File: src/rtl/cacheline_burst_adaptor.sv
// cacheline_burst_adaptor: splits 256-bit cache line fills/write-backs into 64-bit memory bursts.
// Optional protocol checker enabled by CACHELINE_ADAPTOR_PROTOCOL_CHECK_EN.
module cacheline_burst_adaptor #(
    parameter int s_line  = 256,
    parameter int s_burst = 64
) (
    input  logic               clk,
    input  logic               rst,
    input  logic [s_line-1:0]  line_i,
    output logic [s_line-1:0]  line_o,
    input  logic [31:0]        address_i,
    input  logic               read_i,
    input  logic               write_i,
    output logic               resp_o,
    input  logic [s_burst-1:0] burst_i,
    output logic [s_burst-1:0] burst_o,
    output logic [31:0]        address_o,
    output logic               read_o,
    output logic               write_o,
    input  logic               resp_i,
    output logic               err_o
);
    localparam int beats = s_line / s_burst;
    localparam int bw = beats > 1 ? $clog2(beats) : 1;
    localparam int ob = $clog2(s_line / 8);
    localparam logic [bw-1:0] last = bw'(beats - 1);

    typedef enum logic [1:0] {IDLE, READ, WRITE, DONE} state_t;

    state_t            state_q, state_d;
    logic [bw-1:0]     beat_q, beat_d;
    logic [31-ob:0]    addr_q, addr_d;
    logic [s_line-1:0] buf_q, buf_d, line_q, line_d;
    logic              read_q, write_q, resp_q;
    logic              unused_addr;

    assign unused_addr = ^address_i[ob-1:0];

    always_comb begin
        state_d = state_q;
        beat_d  = beat_q;
        addr_d  = addr_q;
        buf_d   = buf_q;
        line_d  = line_q;
        case (state_q)
            IDLE: begin
                beat_d = '0;
                if (read_i) begin
                    state_d = READ;
                    addr_d  = address_i[31:ob];
                end else if (write_i) begin
                    state_d = WRITE;
                    addr_d  = address_i[31:ob];
                    buf_d   = line_i;
                end
            end
            READ: if (resp_i) begin
                line_d[beat_q*s_burst +: s_burst] = burst_i;
                beat_d  = beat_q + 1'b1;
                state_d = beat_q == last ? DONE : READ;
            end
            WRITE: if (resp_i) begin
                beat_d  = beat_q + 1'b1;
                state_d = beat_q == last ? DONE : WRITE;
            end
            default: begin
                state_d = IDLE;
                addr_d  = '0;
            end
        endcase
    end

    always_ff @(posedge clk or negedge rst) begin
        if (!rst) begin
            state_q <= IDLE;
            beat_q  <= '0;
            addr_q  <= '0;
            buf_q   <= '0;
            line_q  <= '0;
            read_q  <= 1'b0;
            write_q <= 1'b0;
            resp_q  <= 1'b0;
        end else begin
            state_q <= state_d;
            beat_q  <= beat_d;
            addr_q  <= addr_d;
            buf_q   <= buf_d;
            line_q  <= line_d;
            read_q  <= state_d == READ;
            write_q <= state_d == WRITE;
            resp_q  <= state_d == DONE;
        end
    end

    assign line_o    = line_q;
    assign address_o = {addr_q, {ob{1'b0}}};
    assign read_o    = read_q;
    assign write_o   = write_q;
    assign resp_o    = resp_q;
    assign burst_o   = state_q == WRITE ? buf_q[beat_q*s_burst +: s_burst] : '0;

`ifdef CACHELINE_ADAPTOR_PROTOCOL_CHECK_EN
    logic [31:0] addr_prev_q;
    logic        err_q, err_d;

    // address_i is compared against its previous-cycle value, so any change mid-transfer is caught
    always_comb
        err_d = err_q
              | (state_q == IDLE && read_i && write_i)
              | ((state_q == IDLE || state_q == DONE) && resp_i)
              | ((state_q == READ || state_q == WRITE) && address_i != addr_prev_q);

    always_ff @(posedge clk or negedge rst) begin
        if (!rst) begin
            err_q       <= 1'b0;
            addr_prev_q <= '0;
        end else begin
            err_q       <= err_d;
            addr_prev_q <= address_i;
        end
    end

    assign err_o = err_q;
`else
    assign err_o = 1'b0;
`endif
endmodule

File: config.mk
export PLATFORM = sky130hd
export DESIGN_NAME = cacheline_burst_adaptor
export DESIGN_NICKNAME = d
export VERILOG_FILES = /design/src/rtl/cacheline_burst_adaptor.sv
export SDC_FILE = /design/constraint.sdc
export NUM_CORES = 1
export LEC_CHECK = 0
export CAP_MARGIN = 20
export CORE_AREA = 2 2 275 277
export CTS_BUF_LIST = sky130_fd_sc_hd__clkbuf_2 sky130_fd_sc_hd__clkbuf_4 sky130_fd_sc_hd__clkbuf_8
export CTS_CLUSTER_DIAMETER = 100
export DETAILED_ROUTE_END_ITERATION = 10
export DIE_AREA = 0 0 277 279
export GPL_ROUTABILITY_DRIVEN = 0
export GPL_TIMING_DRIVEN = 0
export PLACE_DENSITY = 0.59
export SKIP_LAST_GASP = 1
export SYNTH_ARGS = -nofsm -noshare
export SYNTH_HDL_FRONTEND = slang
export SYNTH_SLANG_ARGS = --single-unit
File: constraint.sdc
create_clock -name clk -period 2.6 [get_ports clk]
set_input_delay 0.52 -clock clk [delete_from_list [all_inputs] [get_ports clk]]
set_output_delay 0.52 -clock clk [all_outputs]
set_load 0.05 [all_outputs]
Yosys cells after proc, flatten, opt, wreduce, memory -nomap -nowiden
Cells that the tools add are included.
{ "word_totals": {"output_inout_bits": 356, "regBits": 546, "in_bits": 357, "word_cells": 44} }
{ "classes": {"mux": 14, "add_sub_neg": 2, "n_reduce_logical": 7, "shift": 3, "n_eq_ne": 8, "bitwise": 2} }
{ "op_table": {"columns": ["op", "n"], "rows": [
  ["bitwise mux 256 bit", 1],
  ["variable shift 64 x 34 -> 256 bit (first input constant)", 1],
  ["indexed part select 256 x 9 -> 64 bit", 1],
  ["indexed part select 64 x 34 -> 256 bit", 1],
  ["two-way mux 64 bit", 1],
  ["two-way mux 27 bit", 2],
  ["one-hot mux 27 bit (2 select lines)", 1],
  ["negation 8 -> 34 bit", 1],
  ["two-way mux 2 bit", 6],
  ["equality test 2 bit (second input constant)", 4],
  ["one-hot mux 2 bit (3 select lines)", 1],
  ["AND reduction 2 bit", 3],
  ["equality test 2 x 1 -> 1 bit (second input constant)", 2],
  ["one-hot mux 2 bit (2 select lines)", 1],
  ["inequality test 3 bit (second input constant)", 1],
  ["AND reduction 3 bit", 1],
  ["adder 2 x 1 -> 2 bit (second input constant)", 1],
  ["zero test 2 bit", 1],
  ["inequality test 2 x 1 -> 1 bit (second input constant)", 1],
  ["NOT 1 bit", 2],
  ["nonzero test 2 bit", 1],
  ["OR reduction 2 bit", 1],
  ["two-way mux 1 bit", 1]
]} }

Longest topological paths before layout
{ "logic_depth": {"word_depth": 5, "mapped_depth": 10, "ltp_nobuf": 5} }

Worst setup path after synthesis
Ideal clock, no wire load.
{ "synth_timing": {"path_type": "register to output", "startpoint": "reg beat_q[0]", "endpoint": "out burst_o[36]", "path_slack_ns": 0.428, "required_time_ns": 2.080, "n_path_buf": 3, "stages_incl_launch_ff": 6, "arrival_time_ns": 1.652, "path_cell_list": "dfrtp_1 -> buf_6 -> buf_6 -> buf_6 -> mux4_2 -> and2_1"} }
{ "synth_between": {"elab_chain_cells": 2} }
{ "synth_lines": {"columns": ["item", "line_no", "text"], "rows": [
  ["start: declaration", "31", "logic [bw-1:0] beat_q, beat_d;"],
  ["start signal: assignment", "85", "beat_q <= beat_d;"],
  ["indexed part select 256 x 9 -> 64 bit", "100", "assign burst_o = state_q == WRITE ? buf_q[beat_q*s_burst +: s_burst] : '0;"],
  ["two-way mux 64 bit", "100", null],
  ["end: declaration", "16", "output logic [s_burst-1:0] burst_o,"]
]} }
Every way passes these cells.

Worst setup path after layout
{ "layout_timing": {"startpoint": "reg beat_q[0]", "endpoint": "out burst_o[60]"} }
Same word-level chain as after synthesis.

==> metrics.txt <==
outcome=complete, but fails checks; violated checks=hold timing, setup timing; Initial DRC Count=roughly 870; setup violators final=64; die width=277 um; Root Buffer=clkbuf_8; critical path depth in cells=6; cell family with most CP delay=buffers and inverters; largest net degree at the start of global routing=around 120; CP Launch Type=register; most common cell after layout, fill and taps aside=clkdlybuf4s50_1; worst min-delay path category=in2async; Distinct cells, synth=31; worst reg2reg path depth=12; CP Data Required Time=2.08 ns; RSZ-0062 raised after global routing=true; Synth-to-Final Area Change=52.8%; Setup crit end kind=output pin; share of layout cells above drive strength 1=between 30% and 40%; Via density=a little under 5; Post-Syn Area=roughly 22000 sq um; Worst EP arrival=around 2.3 ns; Core ar.=74100 sq um; total power=approximately 42 mW; most frequent cells in the layout=clkdlybuf4s50_1, dfrtp_1, a22o_1, mux2_2, clkbuf_8; vias in the first global route=between 15000 and 20000; critical path buffer and inverter count=4; Site Rows=100; register-to-register setup slack=~0.12 ns; Hold Vio Cnt, Final=104; CP max FO=8; PortBufs=700; leakage=14.8 nW; mean cell area of the mapped netlist=roughly 16 sq um; Clk Latency, worst-skew pair=between 0.7 and 0.8 ns; Seq cells post-synth=approximately 550; Worst VDD drop=670 uV; DRC=0; CTS Buffer Depth=3; min Tclk post-route=2.84 ns; htree depth=3; total length of routed wires=82.3 mm; crit path to=burst_o[60]; Layout Nets=2576; CP max-delay cell=mux4_2; Post-Synthesis Cells=roughly 1400; DR WL/cell=around 25 um; CP peak stage delay=0.50 ns; global-route wire length before repair=about 120 mm; actual slew at the worst max-slew pin=around 0.9 ns; Post-Layout Cell Count=3265; Critical R2R Launch=beat_q[0]$_DFFE_PN0P_; CP Cell Sequence=buf_12 -> buf_12 -> buf_12 -> mux4_2 -> and2_4 -> buf_6; Clock Skew=just over 0.06 ns; Fin Hold WS=-0.138 ns; Die ar.=between 70000 and 80000 sq um; GRT Total Usage=between 20% and 30%; fmax=roughly 350 MHz; initial antenna violation count=21; most frequent CP cell=buf_12; max_slew headroom=between 30% and 40%; Pwr per Cell Area=1250 nW/um^2; clk sinks=approximately 550; post-route ant nets=0; CP Class=reg2out; CTS tree=done; total number of vias=between 15000 and 20000; Final WS setup=-0.241 ns; r2r endpoint=line_o[99]$_DFFE_PN0P_; Place WS=-1.19 ns; GRT Residual Overflow=0; I/O pin total=approximately 710; clk slew on worst S/H paths=around 0.05 ns; Yosys warning total=0; crit share post-route=109%; Final HPWL DP=61.2 mm; Seq/Total Area, Yosys=about three fifths; Die Y=between 200 and 300 um; Pre-antenna DRT Iters=5; Starting Density=just under 30%; Slew Limit Fails=0; TritonCTS buffer count=slightly below 100; Setup crit start=beat_q[0]$_DFFE_PN0P_; Placed Instances=~3100; MaxCap Viol Count=0
==> flip-flops by register name, indices dropped and copies added, names as in the netlist <==
| register | count |
|---|---|
| line_o | 256 |
| resp_o | 1 |
| addr_q | 27 |
| read_o | 1 |
| buf_q | 256 |
| beat_q | 2 |
| write_o | 1 |
| state_q | 2 |
==> what timing repair did <==
item | in CTS | in global routing
setup endpoints to repair | 321 | 161
cloned | 5 | 1
endpoints found under the hold margin | 104 | 102
resized for setup | 590 | 83
pin swaps | 30 | 21
setup buffers | 23 | 3
==> report_power, final <==
| part | internal [mW] | leakage, nW | switching [mW] |
|---|---|---|---|
| registers | 11.9 | 7.02 | 1.90 |
| logic | 8.80 | 6.59 | 10.6 |
| clock network | 5.13 | 1.17 | 3.83 |
==> through the flow <==
| stage | cell area (sq um) | util, % | setup TNS (ns) |
|---|---|---|---|
| floorplan | 22100 | - | 0 |
| global placement | 30300 | 40.9 | - |
| detailed placement | 30400 | 41.1 | -250.23 |
| CTS | 33500 | 45.2 | -19.64 |
| global route | 33700 | 45.5 | -19.34 |
| finish | 33700 | 45.5 | -11.74 |
==> cells by family (layout without fill, tap and decap cells) <==
group | count (synthesis) | after routing | synth area share [%]
flops | 546 | 546 | 62.0
mux | 323 | 323 | 19.8
compound gates | 289 | 289 | 11.5
fa+ha+maj | 9 | 9 | 0.511
simple gates | 92 | 92 | 2.62
other cells | 1 | 15 | 0.0170
buf+inv | 117 | 1022 | 3.62
==> worst min-delay path by stage <==
stage	startpoint	cells past startpoint	to	slack (ns)
finish	rst	1	buf_q[19]$_DFFE_PN0P_	-0.14
global route	rst	1	buf_q[86]$_DFFE_PN0P_	-0.11
CTS	rst	1	buf_q[86]$_DFFE_PN0P_	-0.14
detailed placement	buf_q[144]$_DFFE_PN0P_	1	buf_q[144]$_DFFE_PN0P_	0.49
global placement	buf_q[176]$_DFFE_PN0P_	1	buf_q[176]$_DFFE_PN0P_	0.48
floorplan	rst	0	addr_q[0]$_DFFE_PN0P_	0.22
==> final cells by class <==
class,count,area (sq um)
multi-input combinational,719,7800
tap,969,1210
antenna,9,22.5
clock buffer,147,1860
buffer,109,947
inverter,5,18.8
timing repair buffer,732,7820
fill,6579,40400
sequential,546,13700
clock inverter,29,347
==> synth_stat cells <==
| cell type | number | area [sq um] |
|---|---|---|
| and2_1 | 64 | 400 |
| nor2_1 | 4 | 15.0 |
| mux4_2 | 64 | 1440 |
| nor3b_1 | 3 | 22.5 |
| a21o_1 | 2 | 15.0 |
| nand4bb_1 | 1 | 11.3 |
| nor4_4 | 1 | 21.3 |
| nand3_1 | 5 | 25.0 |
| ha_1 | 9 | 113 |
| buf_1 | 2 | 7.51 |
| buf_4 | 7 | 52.6 |
| buf_6 | 39 | 439 |
| inv_1 | 5 | 18.8 |
| or2_2 | 1 | 6.26 |
| mux2_2 | 259 | 2920 |
| o31ai_1 | 1 | 7.51 |
| nand2_1 | 5 | 18.8 |
| dfrtp_1 | 546 | 13700 |
| nor2b_1 | 1 | 6.26 |
| a221oi_2 | 2 | 30.0 |
| nand2b_1 | 1 | 6.26 |
| o21ai_0 | 1 | 5.00 |
| buf_2 | 32 | 160 |
| nor2_2 | 2 | 12.5 |
| a22o_1 | 283 | 2480 |
| nor3_1 | 1 | 5.00 |
| nand4b_1 | 1 | 8.76 |
| conb_1 | 1 | 3.75 |
| and2b_1 | 1 | 7.51 |
| clkbuf_1 | 32 | 120 |
| nand2_4 | 1 | 11.3 |
==> layer usage <==
metal | up-vias | routed length (um) | global-route usage, %
li1 | 6871 | - | -
met1 | 8526 | 32400 | 25.2
met2 | 573 | 41900 | 35.8
met3 | 168 | 5130 | 5.71
met4 | 22 | 2750 | 8.08
met5 | - | 151 | 0
Power figures use the tool's default switching activity.
==> variant, RTL diff (same flow settings) <==
Build with the macro `CACHELINE_ADAPTOR_PROTOCOL_CHECK_EN` defined.
--- a/src/rtl/cacheline_burst_adaptor.sv
+++ b/src/rtl/cacheline_burst_adaptor.sv
@@ -1,4 +1,6 @@
 // cacheline_burst_adaptor: splits 256-bit cache line fills/write-backs into 64-bit memory bursts.
 // Optional protocol checker enabled by CACHELINE_ADAPTOR_PROTOCOL_CHECK_EN.
+`define CACHELINE_ADAPTOR_PROTOCOL_CHECK_EN
+
 module cacheline_burst_adaptor #(
     parameter int s_line  = 256,
Formal check against the unedited RTL: not equivalent (Yosys sat finds a counterexample within 4 cycles, from zero or initial values and one cycle with rst low).
==> variant against the unedited design <==
- the run ends with negative setup slack left
- synthesized area is 9.1% higher
- register-to-register slack worse by 110 ps
- wire length is 6.4% higher
- clock skew is 22 ps lower
- count of clock-buffer cells in the layout is 7 higher
- sequential cell count is 33 higher
- clock power is 5.9% higher
- worst setup slack worse by 40 ps
- total power is 3.1% higher
- cell count is 2.8% higher
- worst hold slack better by 350 ps
- cell area is 5.4% higher
- sequential share of layout area is 0.27 points higher
==> variant: results (changes against the unedited design) <==
* Status: finished, violations left
* Failing checks: negative setup slack
* Crit path DAT at 2360 ps (+40 ps)
* Drt total wl at 87600 µm (+6.4%)
* Synth top cells by count: dfrtp_1, a22o_1, mux2_4, and2_1, mux4_2
* Vias in the first global route at 18600 (+6.4%)
* Initial DRC Count at 902 (+4.2%)
* # placed instances at 3138 (+2.7%)
* Post-Synth XOR/XNOR Area at 0.0117 (+0.0117)
* Hold crit path type: in2reg
* Worst slew margin at 0.466 (+0.0674)
* Synth warn at 0 (unchanged)
* Yosys cell types at 35 (+13%)
* Dpl ws at -1200 ps (-12.9 ps)
* Reg clk slew, reported paths at 60 ps
* Pre-antenna DRT Iters at 5 (unchanged)
* Worst-skew pair later-pin latency at 710 ps (about the same)
* Syn avg cell area at 16.5 µm² (+3.3%)
* Synth Area in Compound Gates at 0.107 (-0.00836)
* CTS H-tree lvls at 3 (unchanged)
* Worst Skew at 39.9 ps (-21.9 ps)
* CP max FO at 7 (-1)
* Port Buffers at 706 (+0.86%)
* HPWL after DPL at 63300 µm (+3.4%)
* Via count at 16600 (+2.9%)
* Pleak at 16.4 nW (+11%)
* Sequential fraction of the synthesis area at 0.602 (-0.0171)
* Nets@finish at 2662 (+3.3%)
* Multiplexer share of the synthesized area at 0.217 (+0.0196)
* Post-Synth Adder-Cell Area at 0.00468 (-0.000424)
* Global-route wire length before repair at 129000 µm (+6.8%)
* Total track usage at 0.223 (+0.0140)
* Clock tree root driver cell: clkbuf_8
* Setup WS post-layout at -281 ps (-40.0 ps)
* Layout cells sized above 1 at 0.306 (-0.0263)
* Asr flop ratio synth at 1.00 (unchanged)
* Initial antenna violation count at 24 (+14%)
* Peak VDD IR at 0.000702 V (+4.8%)
* Clock buffer count from CTS at 101 (+4.1%)
* CTS max path bufs at 3 (unchanged)
* Vias/cell at 4.96 (+0.11%)
* Synth top area cells: dfrtp_1, mux2_4, a22o_1
* Final setup fails at 64 (unchanged)
* Largest net degree at the start of global routing at 128 (+4.9%)
* Fill cells at 6413 (-2.5%)
-- variant: power by group --
group,switching (W),leakage [nW],internal (W)
clock network,0.00403,1.24,0.00547
registers,0.00205,7.40,0.0124
logic,0.0102,7.79,0.00933
-- variant: cells by family (layout without fill, tap and decap cells) --
kind of cell | after synthesis | count (layout)
flip-flops | 579 | 579
multiplexers | 320 | 320
XOR/XNOR | 32 | 32
AND/OR/NAND/NOR | 94 | 94
buffers and inverters | 123 | 1044
AO/OA/AOI/OAI | 296 | 296
other | 1 | 14
adder cells (fa/ha/maj) | 9 | 9
-- variant: layout make-up --
type,instances,area [µm²],area share
buffer,115,972,0.0274
inverter,6,22.5,0.000634
tap,969,1210,0.0342
timing repair buffer,737,7560,0.213
clock inverter,32,354,0.00997
antenna,9,22.5,0.000634
sequential,579,14500,0.408
clock buffer,154,1970,0.0555
multi-input combinational,756,8900,0.251
-- variant: stage by stage --
step | area, µm² | power (W) | setup TNS (ps)
6_report | 35500 | 0.0435 | -14890
2_1_floorplan | 24100 | 0.0267 | 0
4_1_cts | 35300 | 0.0437 | -24860
3_3_place_gp | 32300 | 0.0330 | -
5_1_grt | 35500 | 0.0454 | -23770
3_5_place_dp | 32500 | 0.0332 | -319980
-- variant: critical path: stages, from the launching register on --
cell	delay (ps)
dfrtp_1	390
buf_12	170
buf_16	140
buf_12	140
mux4_2	510
and2_4	170
buf_6	150
-- variant: metal layers --
| metal | global-route usage | wire length (µm) | vias to the layer above |
|---|---|---|---|
| met4 | 0.0648 | 2360 | 22 |
| met5 | 0 | 134 | - |
| met1 | 0.268 | 34600 | 8671 |
| met2 | 0.378 | 43600 | 638 |
| met3 | 0.0790 | 6920 | 156 |
| li1 | - | - | 7147 |
-- variant: path summary, 6_finish.rpt --
check                                           to                   from  cells past startpoint  slack (ps)
hold reg to reg                    err_o$_DFF_PN0_        err_o$_DFF_PN0_                      2         490
hold / removal               beat_q[0]$_DFFE_PN0P_                 resp_i                      3         220
setup reg to reg           line_o[184]$_DFFE_PN0P_  beat_q[1]$_DFFE_PN0P_                      9          10
min in group asynchronous   buf_q[147]$_DFFE_PN0P_                    rst                      2         430
setup / recovery                       burst_o[62]  beat_q[0]$_DFFE_PN0P_                      6        -280
max in group asynchronous   line_o[39]$_DFFE_PN0P_                    rst                      4         570
-- variant: repair_timing --
item / CTS / global route
buffers inserted: 17 / 4
pin swaps: 2 / 5
endpoints found under the hold margin: 87 / 0
gates resized for setup: 498 / 102
hold buffers: 1 / 0
setup endpoints to repair: 328 / 192
gates cloned: 4 / 3
